--- src/rtl/kpm_pkg.sv ---
// Shared types and constants for the keypad sprite mover and its step helper.
// Holds the FSM state enum, the facing enum, keypad bit positions, default
// glyph/attribute words and the keypad priority encoder.
package kpm_pkg;

  typedef enum logic [2:0] {
    StInit,
    StIdle,
    StErase,
    StDraw,
    StHold
  } state_e;

  typedef enum logic [1:0] {
    DIR_L,
    DIR_R,
    DIR_D,
    DIR_U
  } dir_e;

  localparam int unsigned KeyLeft  = 0;
  localparam int unsigned KeyRight = 1;
  localparam int unsigned KeyDown  = 2;
  localparam int unsigned KeyUp    = 3;

  localparam logic [7:0]  DefAttr   = 8'h0e;
  localparam logic [7:0]  DefGlyphL = 8'h03;
  localparam logic [7:0]  DefGlyphR = 8'h01;
  localparam logic [7:0]  DefGlyphD = 8'h04;
  localparam logic [7:0]  DefGlyphU = 8'h02;
  localparam logic [15:0] DefBgWord = 16'h0000;

  // Fixed priority left > right > down > up. Only meaningful when some bit is set.
  function automatic dir_e key_to_dir(logic [3:0] keys);
    if (keys[KeyLeft]) begin
      return DIR_L;
    end else if (keys[KeyRight]) begin
      return DIR_R;
    end else if (keys[KeyDown]) begin
      return DIR_D;
    end
    return DIR_U;
  endfunction

endpackage

--- src/rtl/sprite_step.sv ---
// Combinational one-cell step on a bordered character grid.
// Ports:
//   col, row         current position
//   dir              step direction
//   new_col, new_row position after the step (clamped or wrapped at the edge)
//   moved            high when the step changed the position
module sprite_step
  import kpm_pkg::*;
#(
  parameter int unsigned COLS   = 80,
  parameter int unsigned ROWS   = 30,
  parameter int unsigned BORDER = 2,
  parameter int unsigned WRAP   = 0
) (
  input  logic [6:0] col,
  input  logic [6:0] row,
  input  dir_e       dir,
  output logic [6:0] new_col,
  output logic [6:0] new_row,
  output logic       moved
);

  localparam logic [6:0] ColMin = 7'(BORDER);
  localparam logic [6:0] ColMax = 7'(COLS - 1 - BORDER);
  localparam logic [6:0] RowMin = 7'(BORDER);
  localparam logic [6:0] RowMax = 7'(ROWS - 1 - BORDER);

  always_comb begin
    new_col = col;
    new_row = row;
    case (dir)
      DIR_L: begin
        if (col > ColMin)     new_col = col - 7'd1;
        else if (WRAP != 0)   new_col = ColMax;
      end
      DIR_R: begin
        if (col < ColMax)     new_col = col + 7'd1;
        else if (WRAP != 0)   new_col = ColMin;
      end
      DIR_D: begin
        if (row < RowMax)     new_row = row + 7'd1;
        else if (WRAP != 0)   new_row = RowMin;
      end
      default: begin
        if (row > RowMin)     new_row = row - 7'd1;
        else if (WRAP != 0)   new_row = RowMax;
      end
    endcase
    moved = (new_col != col) || (new_row != row);
  end

endmodule

--- src/rtl/keypad_sprite_mover.sv ---
// Keypad-driven sprite controller writing into the VGA text RAM.
// Ports:
//   clk, rst            clock, asynchronous active-low reset
//   timer               free-running tick counter used for auto-repeat pacing
//   keypad              bit0 left, bit1 right, bit2 down, bit3 up (7:4 ignored)
//   vga_addr/we/data    registered text RAM write port, data = {attr, char}
//   pos_col, pos_row    committed sprite position
//   busy                high whenever the controller is not idle
module keypad_sprite_mover
  import kpm_pkg::*;
#(
  parameter int unsigned COLS         = 80,
  parameter int unsigned ROWS         = 30,
  parameter int unsigned BORDER       = 2,
  parameter int unsigned START_COL    = 10,
  parameter int unsigned START_ROW    = 10,
  parameter int unsigned WRAP         = 0,
  parameter int unsigned REPEAT_TICKS = 100,
  parameter int unsigned ADDR_W       = 12,
  parameter logic [7:0]  ATTR         = DefAttr,
  parameter logic [7:0]  GLYPH_L      = DefGlyphL,
  parameter logic [7:0]  GLYPH_R      = DefGlyphR,
  parameter logic [7:0]  GLYPH_D      = DefGlyphD,
  parameter logic [7:0]  GLYPH_U      = DefGlyphU,
  parameter logic [15:0] BG_WORD      = DefBgWord
) (
  input  logic              clk,
  input  logic              rst,
  input  logic [31:0]       timer,
  input  logic [7:0]        keypad,
  output logic [ADDR_W-1:0] vga_addr,
  output logic              vga_we,
  output logic [15:0]       vga_data,
  output logic [6:0]        pos_col,
  output logic [6:0]        pos_row,
  output logic              busy
);

  localparam logic [6:0] StartCol = 7'(START_COL);
  localparam logic [6:0] StartRow = 7'(START_ROW);

  function automatic logic [ADDR_W-1:0] cell_addr(logic [6:0] c, logic [6:0] r);
    logic [31:0] full;
    full = 32'(r) * 32'(COLS) + 32'(c);
    return full[ADDR_W-1:0];
  endfunction

  function automatic logic [7:0] glyph_of(dir_e d);
    case (d)
      DIR_L:   return GLYPH_L;
      DIR_R:   return GLYPH_R;
      DIR_D:   return GLYPH_D;
      default: return GLYPH_U;
    endcase
  endfunction

  state_e      state_q;
  dir_e        dir_q;
  logic [6:0]  new_col_q, new_row_q;
  logic [31:0] t0_q;

  dir_e       key_dir;
  logic [6:0] step_col, step_row;
  logic       step_moved;
  logic       key_hit;
  logic       unused_keys;

  assign key_dir     = key_to_dir(keypad[3:0]);
  assign key_hit     = |keypad[3:0];
  assign unused_keys = ^keypad[7:4];
  assign busy        = (state_q != StIdle);

  sprite_step #(
    .COLS  (COLS),
    .ROWS  (ROWS),
    .BORDER(BORDER),
    .WRAP  (WRAP)
  ) u_step (
    .col    (pos_col),
    .row    (pos_row),
    .dir    (key_dir),
    .new_col(step_col),
    .new_row(step_row),
    .moved  (step_moved)
  );

  // Write outputs are registered together with the state that owns them, so the
  // strobe is visible in exactly the cycle the FSM sits in INIT, ERASE or DRAW.
  always_ff @(posedge clk or negedge rst) begin
    if (!rst) begin
      state_q   <= StInit;
      dir_q     <= DIR_R;
      new_col_q <= StartCol;
      new_row_q <= StartRow;
      t0_q      <= '0;
      pos_col   <= StartCol;
      pos_row   <= StartRow;
      vga_we    <= 1'b0;
      vga_addr  <= '0;
      vga_data  <= '0;
    end else begin
      vga_we <= 1'b0;
      case (state_q)
        StInit: begin
          // First cycle out of reset issues the write; the strobe marks it done.
          if (!vga_we) begin
            vga_we   <= 1'b1;
            vga_addr <= cell_addr(StartCol, StartRow);
            vga_data <= {ATTR, GLYPH_R};
          end else begin
            state_q <= StIdle;
          end
        end
        StIdle: begin
          if (key_hit) begin
            dir_q     <= key_dir;
            new_col_q <= step_col;
            new_row_q <= step_row;
            vga_we    <= 1'b1;
            if (step_moved) begin
              state_q  <= StErase;
              vga_addr <= cell_addr(pos_col, pos_row);
              vga_data <= BG_WORD;
            end else begin
              // Clamped: only refresh the facing glyph in place.
              state_q  <= StDraw;
              vga_addr <= cell_addr(step_col, step_row);
              vga_data <= {ATTR, glyph_of(key_dir)};
            end
          end
        end
        StErase: begin
          state_q  <= StDraw;
          vga_we   <= 1'b1;
          vga_addr <= cell_addr(new_col_q, new_row_q);
          vga_data <= {ATTR, glyph_of(dir_q)};
        end
        StDraw: begin
          pos_col <= new_col_q;
          pos_row <= new_row_q;
          t0_q    <= timer;
          state_q <= StHold;
        end
        StHold: begin
          // Modular difference stays correct across timer wrap.
          if ((timer - t0_q) >= REPEAT_TICKS) state_q <= StIdle;
        end
        default: state_q <= StIdle;
      endcase
    end
  end

endmodule

--- config.mk ---
export PLATFORM = sky130hd
export DESIGN_NAME = keypad_sprite_mover
export DESIGN_NICKNAME = d
export VERILOG_FILES = /design/src/rtl/kpm_pkg.sv /design/src/rtl/sprite_step.sv /design/src/rtl/keypad_sprite_mover.sv
export SDC_FILE = /design/constraint.sdc
export NUM_CORES = 1
export LEC_CHECK = 0
export ABC_CLOCK_PERIOD_IN_PS = 4500
export CORE_UTILIZATION = 45
export CTS_BUF_LIST = sky130_fd_sc_hd__clkbuf_2
export DETAILED_ROUTE_END_ITERATION = 10
export DONT_BUFFER_PORTS = 1
export GPL_ROUTABILITY_DRIVEN = 0
export PLACE_DENSITY = 0.62
export SLEW_MARGIN = 10
export SYNTH_ARGS = -nofsm -noshare
export SYNTH_HDL_FRONTEND = slang
export SYNTH_SLANG_ARGS = --single-unit
--- constraint.sdc ---
create_clock -name clk -period 4.5 [get_ports clk]
set_input_delay 0.45 -clock clk [delete_from_list [all_inputs] [get_ports clk]]
set_output_delay 0.45 -clock clk [all_outputs]
set_load 0.02 [all_outputs]
==> results of run 1 <==
[layout make-up]
type	instances	area (um^2)	share of cell area
multi-input cells	784	5220	0.614
flip-flops and latches	82	2060	0.243
repair buffers	61	561	0.0659
well taps	220	275	0.0324
inverters	73	274	0.0322
clock buffers	11	55.1	0.00647
clock inverters	5	55.1	0.00647
diodes	1	2.50	0.000294
[flip-flops by register name, summed over array words and instances (netlist names)]
name,cells
vga_addr,12
vga_we,1
t0_q,32
state_q,3
vga_data,4
pos_row,7
pos_col,7
new_row_q,7
dir_q,2
new_col_q,7
[report_power, final]
group / internal, uW / total [uW] / switching (uW)
combinational: 1510 / 3870 / 2360
sequential: 1080 / 1480 / 392
clock: 131 / 407 / 276
total: 2720 / 5750 / 3030
[logic make-up (layout without fill, tap and decap cells)]
family | after synthesis | after routing | share of synthesized area
AOI/OAI and AO/OA | 293 | 293 | 0.244
xor gates and xnor gates | 50 | 50 | 0.0558
adders and majority gates | 88 | 88 | 0.147
buffers and inverters | 133 | 150 | 0.0758
DFF | 82 | 82 | 0.263
muxes | 6 | 6 | 0.00798
other | 1 | 11 | 0.000478
and+or+nand+nor | 337 | 337 | 0.206
[synth_stat cells, types with 5 or more instances]
library cell / instances / area (um^2)
o21a_1: 7 / 52.6
clkbuf_1: 35 / 131
or3_1: 5 / 31.3
nor3_1: 22 / 110
dfstp_2: 9 / 236
and3_1: 7 / 43.8
a22oi_1: 8 / 60.1
o22ai_1: 7 / 43.8
nor2_1: 59 / 221
a21oi_1: 61 / 305
xnor2_1: 36 / 315
o21ai_0: 90 / 450
a21o_1: 18 / 135
o211ai_1: 7 / 52.6
a31oi_1: 13 / 81.3
nand2b_1: 20 / 125
nor4_1: 5 / 31.3
nor3b_1: 5 / 37.5
o221ai_1: 5 / 43.8
nor2b_1: 10 / 62.6
dfrtp_1: 73 / 1830
nand4_1: 13 / 81.3
inv_1: 71 / 267
xor2_1: 14 / 123
nand2_1: 139 / 522
a211oi_1: 6 / 45.0
and2_1: 6 / 37.5
fa_1: 7 / 140
or2_2: 5 / 31.3
o31ai_1: 6 / 45.0
ha_1: 81 / 1010
a221oi_1: 7 / 61.3
buf_4: 16 / 120
nand3_1: 19 / 95.1
[worst paths after layout]
check / slack (ps) / from / cells after the start / to
max: 310 / pos_row[1]$_DFFE_PN1P_ / 18 / vga_addr[11]$_DFFE_PN0P_
min: 110 / keypad[0] / 2 / new_col_q[2]$_DFFE_PN0P_
max reg2reg: 310 / pos_row[1]$_DFFE_PN1P_ / 18 / vga_addr[11]$_DFFE_PN0P_
min reg2reg: 500 / new_col_q[1]$_DFFE_PN1P_ / 2 / new_col_q[1]$_DFFE_PN1P_
max in group asynchronous: 3730 / rst / 2 / pos_row[1]$_DFFE_PN1P_
min in group asynchronous: 350 / rst / 2 / t0_q[22]$_DFFE_PN0P_
[worst max-delay path, stage by stage (launching register included)]
cell	delay (ps)
dfstp_2	710
inv_1	140
ha_1	340
nand2_1	70
o21ai_0	70
a221oi_1	240
a21o_1	190
inv_1	80
ha_1	280
ha_1	210
inv_1	70
fa_1	440
nand2b_1	190
nor3_1	190
nand2_1	100
xnor2_1	150
xnor2_1	130
and3_1	200
o32a_1	330
[metrics by stage]
stage / total power [uW] / std cells / cell area (um^2)
after floorplan: 4380 / 999 / 7880
after global placement: 5230 / 1186 / 8030
after detailed placement: 5270 / 1186 / 8030
after CTS: 5740 / 1236 / 8500
after global routing: 6310 / 1237 / 8500
final: 5750 / 1237 / 8500
[per-layer routing]
| metal | up-vias | part of all wire | track usage |
|---|---|---|---|
| met5 | - | 0 | 0 |
| met4 | 0 | 0.022 | 0.0808 |
| met3 | 31 | 0.063 | 0.0491 |
| met2 | 224 | 0.45 | 0.382 |
| met1 | 3371 | 0.46 | 0.335 |
| li1 | 3563 | - | - |
[cells in the final DEF, fill, tap and decap left out, drive strengths merged, types with 23 or more instances in the layout]
master / count
inv: 72
nor2: 59
buf: 28
a21oi: 62
dlygate4sd3: 33
nand2: 140
nor3: 23
xnor2: 36
o21ai: 93
dfrtp: 73
ha: 81
==> impl_metrics.toml, run 1 <==
[run_status]
status = "completed"

[synth]
yosysUniqueCellTypes = 87
ys.flop_type = "dfrtp_1"
synth_edf_count = 0
synthArstFlopShare = 1.00
synth_area_per_cell_um2 = 7.92
ys_seq_area_frac = 0.263
syn_area_um2 = 7840
syn_inst = 990
ys_seq_elements = 82
ys.warnings.count = 0

[min_path]
min_path_type = "input port to flop"

[route]
drtPass1Iterations = 5
drt-total-wl_um = 21100
avgViaCountPerCell = 5.81
num_vias = 7189
drc = 0
drtIter0Drc = 416
antenna_left = 0
wl_per_cell_um = 17.0

[setup_path]
critPathKind = "flop to flop"
crit_required_ps = 5010
worst_setup_path_end_kind = "flop"
cp_max_fo = 11
cp-start-kind = "flop"
arrival_ps = 4700

[floorplanning]
rows = 47
die_h_um = 134
dieArea_um2 = 18000
core-area_um2 = 16800
io_pins = 86
dieWidth_um = 134
initial_core_util = 0.466

[place]
pre_cts_ws_ps = 286
hpwl_um = 15700
port_buffers = 0

[global_routing]
grt_antenna_before_repair = 1
grt_overflow = 0
grt_max_degree = 83
grt_pass1_wl_um = 34900
grt_pass1_vias = 6887
track_usage = 0.244

[timing]
skew_ps = 35.5
fmax_ghz = 0.239
holdWs_ps = 114
layout_setup_ws_ps = 314
final_max_slew_viol_count = 0
fin_crit_ps = 4190
finalSetupTns_ps = 0
hold_viol_final = 0
finalCritPeriodShare = 0.930
setup_viol = 0
worst_slew_pin_slew_ps = 983
rsz0062_at_grt = "no"
relSlewSlack = 0.345

[clock_network]
cts_made_buffers = 9
cts-root-buf = "clkbuf_2"
insertion_delay_ps = 600
cts_tree = "done"
holdBufCountCts = 34
postCtsSetupBuffers = 0
post_cts_resized = 0
clockBufferDepth = 2
cts.sinks = 82
htreeDepth = 3
path_clk_slew_ps = 230

[cells_and_area]
fin_util = 0.506
areaGrowthSynthToFinish_pct = 8.44
drive_gt1_frac = 0.0748
fin_nets = 1141
fillers = 1669

[power]
p_leak_uw = 0.00389
cellPowerDensity_nw_per_um2 = 676
ir_worst_vdd_v = 0.000275

[job]
maxCapViolations = 0
No activity file was read; power rests on OpenSTA's default activity.
==> inputs of run 2 (changes only) <==
- CELL_PAD_IN_SITES_DETAIL_PLACEMENT: default -> 1
- CELL_PAD_IN_SITES_GLOBAL_PLACEMENT: default -> 1
- CTS_CLUSTER_DIAMETER: default -> 80
- PLACE_DENSITY: 0.62 -> 0.78
==> impl_metrics.toml, run 2 (synthesis gave the netlist of run 1 again) <==
[power]
p_leak_uw = 0.00396
ir_worst_vdd_v = 0.000281
cellPowerDensity_nw_per_um2 = 697
power_uw = 5990

[global_routing]
grt_max_degree = 83
grt_pass1_vias = 7903
grt_pass1_wl_um = 39600
track_usage = 0.279
grt_antenna_before_repair = 1
grt_overflow = 0

[cells_and_area]
final_area_um2 = 8590
largest_reg_flops = 32
layout_common_cells = "nand2_1 (139), o21ai_0 (90), ha_1 (81)"
fin_nets = 1149
drive_gt1_frac = 0.0820
largest_register = "t0_q"
areaGrowthSynthToFinish_pct = 9.57
reg.largest.list = "t0_q x32, vga_addr x12"
layout_commonest_cell = "nand2_1"

[clock_network]
cts_made_buffers = 9
cts.sinks = 82
path_clk_slew_ps = 250
insertion_delay_ps = 640
cts-root-buf = "clkbuf_2"
clockBufferDepth = 2
htreeDepth = 3
cts_tree = "done"

[route]
dr_wl_met3_um = 836
drtIter0Drc = 323
avgViaCountPerCell = 6.00
top_layer_used = "met4"
met1_length_um = 10100
wl_per_cell_um = 19.4
num_vias = 7473
drc = 0
drtPass1Iterations = 5
met2_length_um = 12200
antenna_left = 0
drt-total-wl_um = 24200

[min_path]
holdPathStages = 2
hp-start = "keypad[0]"
hold_end = "new_col_q[2]$_DFFE_PN0P_"
min_path_type = "input port to flop"

[place]
placed_cell_area_um2 = 8080
pre_cts_ws_ps = 236
port_buffers = 0
hpwl_um = 18100

[timing]
finalCritPeriodShare = 0.931
fin_crit_ps = 4190
fmax_ghz = 0.239
layout_setup_ws_ps = 312
hold_viol_final = 0
setup_viol = 0
finalSetupTns_ps = 0
worst_slew_pin_slew_ps = 976
skew_ps = 30.7
final_max_slew_viol_count = 0
relSlewSlack = 0.349
rsz0062_at_grt = "no"

[setup_path]
critPathKind = "flop to flop"
cp-start-kind = "flop"
cp_max_fo = 7
arrival_ps = 4740
r2r-end = "vga_addr[11]$_DFFE_PN0P_"
crit_required_ps = 5050
r2r_cells = 18
r2r-start = "pos_row[1]$_DFFE_PN1P_"
reg2reg_slack_ps = 310
worst_setup_path_end_kind = "flop"

[floorplanning]
dieWidth_um = 134
io_pins = 86
rows = 47
core-area_um2 = 16800
initial_core_util = 0.466
die_h_um = 134
dieArea_um2 = 18000

[run_status]
status = "completed"

[job]
maxCapViolations = 0
==> run 2: cell types whose count changed in the layout (fill, tap and decap cells not counted), sizes merged <==
cell          change
dlymetal6s2s      +1
diode             +1
clkinvlp          -1
bufinv            +1
buf               +7
inv               -1
clkinv            -1
clkbuf            +2
==> run 2: worst max-delay path by stage <==
stage | startpoint | end | slack (ps) | cells after the start
6_report | pos_row[1]$_DFFE_PN1P_ | vga_addr[11]$_DFFE_PN0P_ | 310 | 18
3_3_place_gp | keypad[1] | vga_addr[11]$_DFFE_PN0P_ | 350 | 19
5_1_grt | pos_row[3]$_DFFE_PN1P_ | vga_addr[11]$_DFFE_PN0P_ | 30 | 18
2_1_floorplan | keypad[0] | vga_addr[11]$_DFFE_PN0P_ | 190 | 20
3_5_place_dp | keypad[1] | vga_addr[11]$_DFFE_PN0P_ | 240 | 19
4_1_cts | pos_row[1]$_DFFE_PN1P_ | vga_addr[11]$_DFFE_PN0P_ | 260 | 18
==> run 2: layout make-up <==
| class | count | area [um^2] |
|---|---|---|
| Fill cell | 2100 | 8230 |
| Multi-Input combinational cell | 784 | 5220 |
| Sequential cell | 82 | 2060 |
| Timing Repair Buffer | 69 | 626 |
| Inverter | 73 | 275 |
| Tap cell | 220 | 275 |
| Clock buffer | 13 | 65.1 |
| Clock inverter | 3 | 63.8 |
| Antenna cell | 2 | 5.00 |
==> run 2: timing repair <==
item,4_1_cts,5_1_grt
buffers inserted,0,2
gates resized for setup,0,1
hold endpoints to repair,114,0
setup endpoints to repair,0,1
hold buffers,34,0
==> run 2: layer usage <==
| metal | vias to the layer above | global-route usage |
|---|---|---|
| met3 | 70 | 0.0491 |
| met1 | 3671 | 0.320 |
| li1 | 3566 | - |
| met5 | - | 0 |
| met4 | 0 | 0.140 |
| met2 | 166 | 0.498 |
==> run 2: per-stage QoR <==
stage               hold WS (ps)  instances   util
floorplan                    154        999      -
global placement             158       1192  0.480
detailed placement           157       1192  0.480
CTS                         27.4       1242  0.509
global route                35.9       1245  0.511
finish                      78.8       1246  0.511
==> run 2: report_power, final <==
part           total [uW]  leakage (uW)  internal [uW]  switching, uW
logic                4020       0.00286           1540           2490
registers            1490       0.00101           1090            405
clock network         473     0.0000838            192            281
total                5990       0.00396           2810           3180
==> run 2: critical path, stage by stage (launching register included) <==
cell and delay, ps:
dfstp_2 710, inv_1 140, ha_1 330, nand2_1 70, o21ai_0 80, a221oi_1 260
a21o_1 170, inv_1 90, ha_1 280, ha_1 210, inv_1 70, fa_1 430
nand2b_1 190, nor3_1 190, nand2_1 100, xnor2_1 140, xnor2_1 120, and3_1 180
o32a_1 340
